--- src/rtl/reg_file_master_pkg.sv ---
// Shared types for the register-file master: opcodes, FSM states, instruction layout.
// Latency: n/a (declarations only).
// Backpressure: n/a.
package reg_file_master_pkg;

    localparam int DW = 16;     // register-file word width
    localparam int AW = 3;      // register address width (8 registers)
    localparam int IW = 16;     // instruction word width

    typedef enum logic [2:0] {
        OP_NOP = 3'b000,
        OP_LDI = 3'b001,
        OP_ADD = 3'b010,
        OP_SUB = 3'b011,
        OP_AND = 3'b100,
        OP_OR  = 3'b101,
        OP_XOR = 3'b110,
        OP_RD  = 3'b111
    } op_t;

    typedef enum logic [1:0] {
        ST_IDLE  = 2'd0,
        ST_READ  = 2'd1,
        ST_WRITE = 2'd2,
        ST_RESP  = 2'd3
    } state_t;

    // Field layout: op[15:13] dst[12:10] src_a[9:7] src_b[6:4] low[3:0].
    // LDI reuses bits [7:0] as imm8, overlapping src_a/src_b/low.
    typedef struct packed {
        op_t            op;
        logic [AW-1:0]  dst;
        logic [AW-1:0]  src_a;
        logic [AW-1:0]  src_b;
        logic [3:0]     low;
    } instr_t;

    function automatic logic [7:0] instr_imm8(input instr_t i);
        logic [IW-1:0] w;
        w = i;
        return w[7:0];
    endfunction

    // State entered from IDLE when an instruction is accepted.
    function automatic state_t dispatch(input op_t op);
        case (op)
            OP_NOP:  return ST_IDLE;
            OP_LDI:  return ST_WRITE;
            default: return ST_READ;
        endcase
    endfunction

endpackage

--- src/rtl/reg_file_master_if.sv ---
// Port bundle between the register-file master and its environment: instruction
// stream, register-file port, result stream and busy flag.
// Latency/backpressure: defined by the master; in_* and res_* are valid/ready.
interface reg_file_master_if;
    import reg_file_master_pkg::*;

    logic           in_valid;
    logic           in_ready;
    logic [IW-1:0]  in_instr;
    logic           wr;
    logic [AW-1:0]  rd_addr_a;
    logic [AW-1:0]  rd_addr_b;
    logic [AW-1:0]  wr_addr;
    logic [DW-1:0]  d_in;
    logic [DW-1:0]  d_out_a;
    logic [DW-1:0]  d_out_b;
    logic           res_valid;
    logic           res_ready;
    logic [DW-1:0]  res_data;
    logic           busy;

    modport master (
        input  in_valid, in_instr, d_out_a, d_out_b, res_ready,
        output in_ready, wr, rd_addr_a, rd_addr_b, wr_addr, d_in,
               res_valid, res_data, busy
    );

    modport slave (
        output in_valid, in_instr, d_out_a, d_out_b, res_ready,
        input  in_ready, wr, rd_addr_a, rd_addr_b, wr_addr, d_in,
               res_valid, res_data, busy
    );

endinterface

--- src/rtl/reg_file_master_alu16.sv ---
// alu16: 16-bit combinational ALU for the register-file datapath (op, a, b, imm8 -> result).
// Latency: 0 cycles (pure combinational).
// Backpressure: none.
module alu16
    import reg_file_master_pkg::*;
(
    input  op_t            op,
    input  logic [DW-1:0]  a,
    input  logic [DW-1:0]  b,
    input  logic [7:0]     imm8,
    output logic [DW-1:0]  result
);

    // Arithmetic wraps modulo 2^16; carry/borrow are dropped by the width.
    always_comb begin
        result = '0;
        case (op)
            OP_NOP:  result = '0;
            OP_LDI:  result = {8'h00, imm8};
            OP_ADD:  result = a + b;
            OP_SUB:  result = a - b;
            OP_AND:  result = a & b;
            OP_OR:   result = a | b;
            OP_XOR:  result = a ^ b;
            OP_RD:   result = a;
            default: result = '0;
        endcase
    end

endmodule

--- src/rtl/reg_file_master.sv ---
// reg_file_master: one-at-a-time instruction initiator for an 8x16 register file.
// Latency: ALU 3 cycles/instr (read, write, idle), LDI 2, NOP 1, RD 2 + result stall.
// Backpressure: in_ready low outside IDLE; RD result held in RESP until res_ready.
// Ports: clk, reset (async active-low), rf (master modport: instruction in, rf port,
// result out, busy). All outputs are registered, decoded from the next state.
module reg_file_master
    import reg_file_master_pkg::*;
(
    input  logic              clk,
    input  logic              reset,
    reg_file_master_if.master rf
);

    state_t         state;
    state_t         state_nxt;
    instr_t         instr_q;
    instr_t         instr_sel;
    logic           accept;
    logic [DW-1:0]  alu_res;

    // In IDLE the ALU and address fields come straight from the offered word so
    // LDI can write one cycle after the handshake; afterwards from the capture.
    assign instr_sel = (state == ST_IDLE) ? instr_t'(rf.in_instr) : instr_q;
    assign accept    = (state == ST_IDLE) && rf.in_valid;

    alu16 u_alu (
        .op     (instr_sel.op),
        .a      (rf.d_out_a),
        .b      (rf.d_out_b),
        .imm8   (instr_imm8(instr_sel)),
        .result (alu_res)
    );

    always_ff @(posedge clk or negedge reset) begin
        if (!reset) begin
            state <= ST_IDLE;
        end else begin
            state <= state_nxt;
        end
    end

    always_comb begin
        state_nxt = state;
        case (state)
            ST_IDLE: begin
                if (rf.in_valid) begin
                    state_nxt = dispatch(instr_sel.op);
                end
            end
            ST_READ: begin
                state_nxt = (instr_q.op == OP_RD) ? ST_RESP : ST_WRITE;
            end
            ST_WRITE: begin
                state_nxt = ST_IDLE;
            end
            ST_RESP: begin
                // res_valid is high for the whole of RESP.
                if (rf.res_ready) begin
                    state_nxt = ST_IDLE;
                end
            end
            default: state_nxt = ST_IDLE;
        endcase
    end

    // Output registers. Control outputs follow the state being entered so they
    // line up with it; address/data registers only load when their state is
    // entered and otherwise hold.
    always_ff @(posedge clk or negedge reset) begin
        if (!reset) begin
            instr_q      <= '0;
            rf.in_ready  <= 1'b1;
            rf.busy      <= 1'b0;
            rf.wr        <= 1'b0;
            rf.res_valid <= 1'b0;
            rf.rd_addr_a <= '0;
            rf.rd_addr_b <= '0;
            rf.wr_addr   <= '0;
            rf.d_in      <= '0;
            rf.res_data  <= '0;
        end else begin
            rf.in_ready  <= (state_nxt == ST_IDLE);
            rf.busy      <= (state_nxt != ST_IDLE);
            rf.wr        <= (state_nxt == ST_WRITE);
            rf.res_valid <= (state_nxt == ST_RESP);

            if (accept) begin
                instr_q <= instr_t'(rf.in_instr);
            end

            if (accept && (state_nxt == ST_READ)) begin
                rf.rd_addr_a <= instr_sel.src_a;
                rf.rd_addr_b <= instr_sel.src_b;
            end

            // WRITE always lasts one cycle, so a next state of WRITE is an entry.
            // From READ, d_out_* are the live register values for src_a/src_b.
            if (state_nxt == ST_WRITE) begin
                rf.wr_addr <= instr_sel.dst;
                rf.d_in    <= alu_res;
            end

            if ((state == ST_READ) && (state_nxt == ST_RESP)) begin
                rf.res_data <= alu_res;
            end
        end
    end

endmodule
--- src/flat_wrapper.sv ---
// flat-port wrapper written by rule: the top's interface ports become plain ports
module reg_file_master_flat import reg_file_master_pkg::*;
  (clk, reset, rf_in_valid, rf_in_instr, rf_d_out_a, rf_d_out_b, rf_res_ready, rf_in_ready, rf_wr, rf_rd_addr_a, rf_rd_addr_b, rf_wr_addr, rf_d_in, rf_res_valid, rf_res_data, rf_busy);
  reg_file_master_if rf_i ();
  input  logic clk;
  input  logic reset;
  input wire logic [$bits(rf_i.in_valid)-1:0] rf_in_valid;
  input wire logic [$bits(rf_i.in_instr)-1:0] rf_in_instr;
  input wire logic [$bits(rf_i.d_out_a)-1:0] rf_d_out_a;
  input wire logic [$bits(rf_i.d_out_b)-1:0] rf_d_out_b;
  input wire logic [$bits(rf_i.res_ready)-1:0] rf_res_ready;
  output wire logic [$bits(rf_i.in_ready)-1:0] rf_in_ready;
  output wire logic [$bits(rf_i.wr)-1:0] rf_wr;
  output wire logic [$bits(rf_i.rd_addr_a)-1:0] rf_rd_addr_a;
  output wire logic [$bits(rf_i.rd_addr_b)-1:0] rf_rd_addr_b;
  output wire logic [$bits(rf_i.wr_addr)-1:0] rf_wr_addr;
  output wire logic [$bits(rf_i.d_in)-1:0] rf_d_in;
  output wire logic [$bits(rf_i.res_valid)-1:0] rf_res_valid;
  output wire logic [$bits(rf_i.res_data)-1:0] rf_res_data;
  output wire logic [$bits(rf_i.busy)-1:0] rf_busy;
  assign rf_i.in_valid = rf_in_valid;
  assign rf_i.in_instr = rf_in_instr;
  assign rf_i.d_out_a = rf_d_out_a;
  assign rf_i.d_out_b = rf_d_out_b;
  assign rf_i.res_ready = rf_res_ready;
  assign rf_in_ready = rf_i.in_ready;
  assign rf_wr = rf_i.wr;
  assign rf_rd_addr_a = rf_i.rd_addr_a;
  assign rf_rd_addr_b = rf_i.rd_addr_b;
  assign rf_wr_addr = rf_i.wr_addr;
  assign rf_d_in = rf_i.d_in;
  assign rf_res_valid = rf_i.res_valid;
  assign rf_res_data = rf_i.res_data;
  assign rf_busy = rf_i.busy;
  reg_file_master u_core (.clk(clk), .reset(reset), .rf(rf_i));
endmodule
--- config.mk ---
export PLATFORM = sky130hd
export DESIGN_NAME = reg_file_master_flat
export DESIGN_NICKNAME = d
export VERILOG_FILES = /design/src/rtl/reg_file_master_pkg.sv /design/src/rtl/reg_file_master_if.sv /design/src/rtl/reg_file_master_alu16.sv /design/src/rtl/reg_file_master.sv /design/src/flat_wrapper.sv
export SDC_FILE = /design/constraint.sdc
export NUM_CORES = 1
export LEC_CHECK = 0
export CELL_PAD_IN_SITES_DETAIL_PLACEMENT = 1
export CELL_PAD_IN_SITES_GLOBAL_PLACEMENT = 1
export CORE_ASPECT_RATIO = 1.4
export CORE_MARGIN = 8
export CORE_UTILIZATION = 37
export CTS_CLUSTER_DIAMETER = 50
export DETAILED_ROUTE_END_ITERATION = 10
export GPL_TIMING_DRIVEN = 0
export HOLD_SLACK_MARGIN = 0.02
export PLACE_DENSITY_LB_ADDON = 0.1
export SLEW_MARGIN = 25
export SYNTH_ARGS = -nofsm -noshare
export SYNTH_HDL_FRONTEND = slang
export SYNTH_HIERARCHICAL = 1
export SYNTH_SLANG_ARGS = --single-unit
--- constraint.sdc ---
create_clock -name clk -period 4 [get_ports clk]
set_clock_uncertainty 0.05 [all_clocks]
set_input_delay 0.8 -clock clk [delete_from_list [all_inputs] [get_ports clk]]
set_output_delay 0.8 -clock clk [all_outputs]
set_load 0.01 [all_outputs]
==> impl_metrics.json <==
{
  "dieArea_sq_um": 17000,
  "crit_type": "register to register",
  "grt_usage": 0.177,
  "clock.fmax_mhz": 254,
  "synth_compound_area_frac": 0.120,
  "synth-edff-count": 0,
  "synthCells": 468,
  "die_x_microns": 112,
  "preCtsSetupSlack_ns": -1.41,
  "grt_remaining_overflow": 0,
  "crit_arrival_ns": 4.10,
  "drtPass1Iterations": 4,
  "yosysTopAreaCell": "dfrtp_1",
  "cp_slowest_cell": "dfrtp_2",
  "endpoint_kind": "register",
  "synthArstFlopShare": 1.00,
  "synth_ff_type": "dfrtp_1",
  "yosysSeqAreaShare": 0.317,
  "yosysWarnings": 6,
  "synthTopCellsByCount": "60 x dfrtp_1, 51 x inv_1, 48 x ha_1",
  "cts.sinks": 61,
  "syn_to_final_growth_pct": 39.7,
  "fin_total_pwr_mw": 5.13,
  "fin_ws_ns": 0.0557,
  "worstPathMaxFanout": 5,
  "finalInstanceArea_sq_um": 6730,
  "critPathMaxStageDelay_ns": 0.43,
  "finalWirelength_microns": 15200,
  "synth_top_area_share": 0.312,
  "p_leak_nw": 3.10,
  "worst_r2r_startpoint": "u_core/state[1]",
  "setup_viol": 0,
  "rsz0062_at_grt": "true",
  "placed_cell_area_sq_um": 6010,
  "fp.coreArea_sq_um": 12800,
  "status": "completed",
  "cts_tree": "yes",
  "slew_violations": 0,
  "gp_congestion": 0.858,
  "crit_chain": "nor2_4, buf_8, mux2_4, nor2b_4, and2_4, buf_8, nor2_2, xnor2_1, ha_1, o211a_1, o31a_1, o31ai_4, a21boi_1, or3_1, a32o_2, mux2_4",
  "startpoint_type": "register",
  "vias": 3999,
  "cts_buffers": 9,
  "synthMuxAreaShare": 0.234,
  "pin_count": 97,
  "cts_buffer_depth": 2,
  "cts.clk_slew.worst_paths_ns": 0.05,
  "synth_simple_gate_area_share": 0.0983,
  "layout-drive-gt1-share": 0.272,
  "ys_ff_latch": 61,
  "hold_viol_final": 0,
  "synth_xor_area_frac": 0.0400,
  "wl_per_cell_microns": 20.2,
  "worstHoldPathType": "input pin to asynchronous set/reset pin",
  "maxCapViolations": 0,
  "synth_area_leaders": "dfrtp_1 31%, ha_1 12%, mux2_2 10%",
  "r2r_cells": 16,
  "timing.rr.end": "u_core/rf.d_in[11]",
  "drt_iter0_drc": 94,
  "grt_pass1_vias": 4468,
  "drc_errors": 0,
  "postLayoutCoreUtil": 0.527,
  "finalCritPeriodShare": 0.986,
  "final_nets": 698,
  "cp_top_family": "compound AO/OA/AOI/OAI gates",
  "period_needed_ns": 3.94,
  "grt_pass1_wl_microns": 23500,
  "clk_latency_ns": 0.32,
  "ys_types": 61,
  "die_h_microns": 151,
  "tns_ns": 0,
  "required_ns": 4.16,
  "pwr_density_cell_nw_per_um2": 763,
  "maxSlewHeadroom": 0.520,
  "synth_area_sq_um": 4810,
  "syn_avg_cell_area_sq_um": 10.3,
  "synth_top_family_by_area": "multiplexers",
  "dp_hpwl_microns": 11600,
  "syn_nets": 569,
  "grt_antenna_before_repair": 0,
  "htree_levels": 3,
  "yosysMostFrequentCell": "dfrtp_1",
  "critPathBufInv": 2,
  "fp-row-count": 49,
  "portBuffers": 96,
  "start_util": 0.377,
  "grt_max_degree": 54,
  "cts_root_buf": "clkbuf_16",
  "ant_nets": 0,
  "max-vdd-ir-drop_mv": 0.317,
  "yosys.area_share.adder": 0.129,
  "diodes": 0,
  "via_per_inst": 5.31,
  "regToRegSetupSlack_ns": 0.06,
  "worstMarginPinSlew_ns": 0.716
}
## worst reg2reg max path: cells and delay by family (launching register included)
family                     cells  cell delay (ns)
muxes                          2             0.61
buffers and inverters          2             0.25
DFF                            1             0.43
AOI/OAI and AO/OA              5             1.10
and+or+nand+nor                5             0.90
xor gates and xnor gates       1             0.13
adders and majority gates      1             0.35
## layout make-up
class / instances / area (sq um)
buffer: 16 / 128
clock buffer: 13 / 270
clock inverter: 1 / 30.0
fill: 1406 / 6030
inverter: 51 / 191
multi-input combinational: 337 / 3190
sequential: 61 / 1530
tap: 153 / 191
timing repair buffer: 121 / 1190
## cell families (layout without fill, tap and decap cells)
group | count (synthesis) | after routing
AOI/OAI and AO/OA | 85 | 85
xor gates and xnor gates | 22 | 22
and+or+nand+nor | 98 | 98
muxes | 83 | 83
buffers and inverters | 70 | 202
adders and majority gates | 49 | 49
DFF | 61 | 61
## cells in the final DEF (no fill, tap or decap), drive strengths merged, types with 3 or more instances in the layout
master / count
nor2: 27
o21a: 4
nor2b: 6
o31ai: 4
dlygate4sd2: 3
nand3: 4
clkbuf: 19
nor3: 6
mux2i: 4
mux4: 11
ha: 48
dlymetal6s2s: 4
a21oi: 20
buf: 36
clkdlybuf4s50: 88
o22ai: 4
a21boi: 4
xnor2: 18
nand2: 34
nand2b: 5
nand4: 3
inv: 51
xor2: 4
mux2: 68
o21ai: 17
a21o: 6
dfrtp: 60
a221oi: 4
## sequential cells by signal, indices dropped and copies added (netlist names)
| signal | cells |
|---|---|
| u_core/rf.in_ready | 1 |
| u_core/rf.res_data | 16 |
| u_core/rf.wr_addr | 3 |
| u_core/rf.d_in | 16 |
| u_core/rf.res_valid | 1 |
| u_core/rf.rd_addr_a | 3 |
| u_core/rf.wr | 1 |
| u_core/rf.rd_addr_b | 3 |
| u_core/rf.busy | 1 |
| u_core/state | 2 |
| u_core/instr_q | 14 |
## worst max path at each step
stage | slack (ns) | depth (start not counted) | start | to
2_1_floorplan | 0.02 | 17 | u_core/state[1] | u_core/rf.res_data[11]
3_3_place_gp | -1.33 | 15 | rf_in_instr[13] | u_core/rf.d_in[11]
3_5_place_dp | -1.41 | 15 | rf_in_instr[13] | u_core/rf.d_in[11]
4_1_cts | -0.0003 | 16 | u_core/state[0] | u_core/rf.d_in[11]
5_1_grt | -0.04 | 16 | u_core/state[1] | u_core/rf.d_in[11]
6_report | 0.06 | 16 | u_core/state[1] | u_core/rf.d_in[11]
## power by group
part	switching [mW]	total (mW)	leakage, nW	internal, mW
registers	0.179	1.09	0.752	0.909
clock network	0.250	0.775	0.148	0.525
logic	1.56	3.27	2.20	1.70
total	1.99	5.13	3.10	3.14
## layer usage
metal | vias up | wire length (microns) | GRT usage
met4 | 0 | 281 | 0.0738
met3 | 21 | 511 | 0.0335
met1 | 1981 | 6310 | 0.192
met2 | 89 | 8110 | 0.333
li1 | 1908 | - | -
met5 | - | 0 | 0
## metrics by stage
step	instances	hold WS [ns]
2_1_floorplan	468	0.413
3_3_place_gp	717	0.429
3_5_place_dp	718	0.446
4_1_cts	737	0.242
5_1_grt	753	0.247
6_report	753	0.252
## repair_timing
action / CTS / global route
hold buffers: 0 / 0
gates resized for setup: 28 / 36
pin swaps: 2 / 13
setup buffers: 8 / 15
gates cloned: 0 / 1
endpoints found under the setup margin: 30 / 18
No activity file was read; power rests on OpenSTA's default activity.
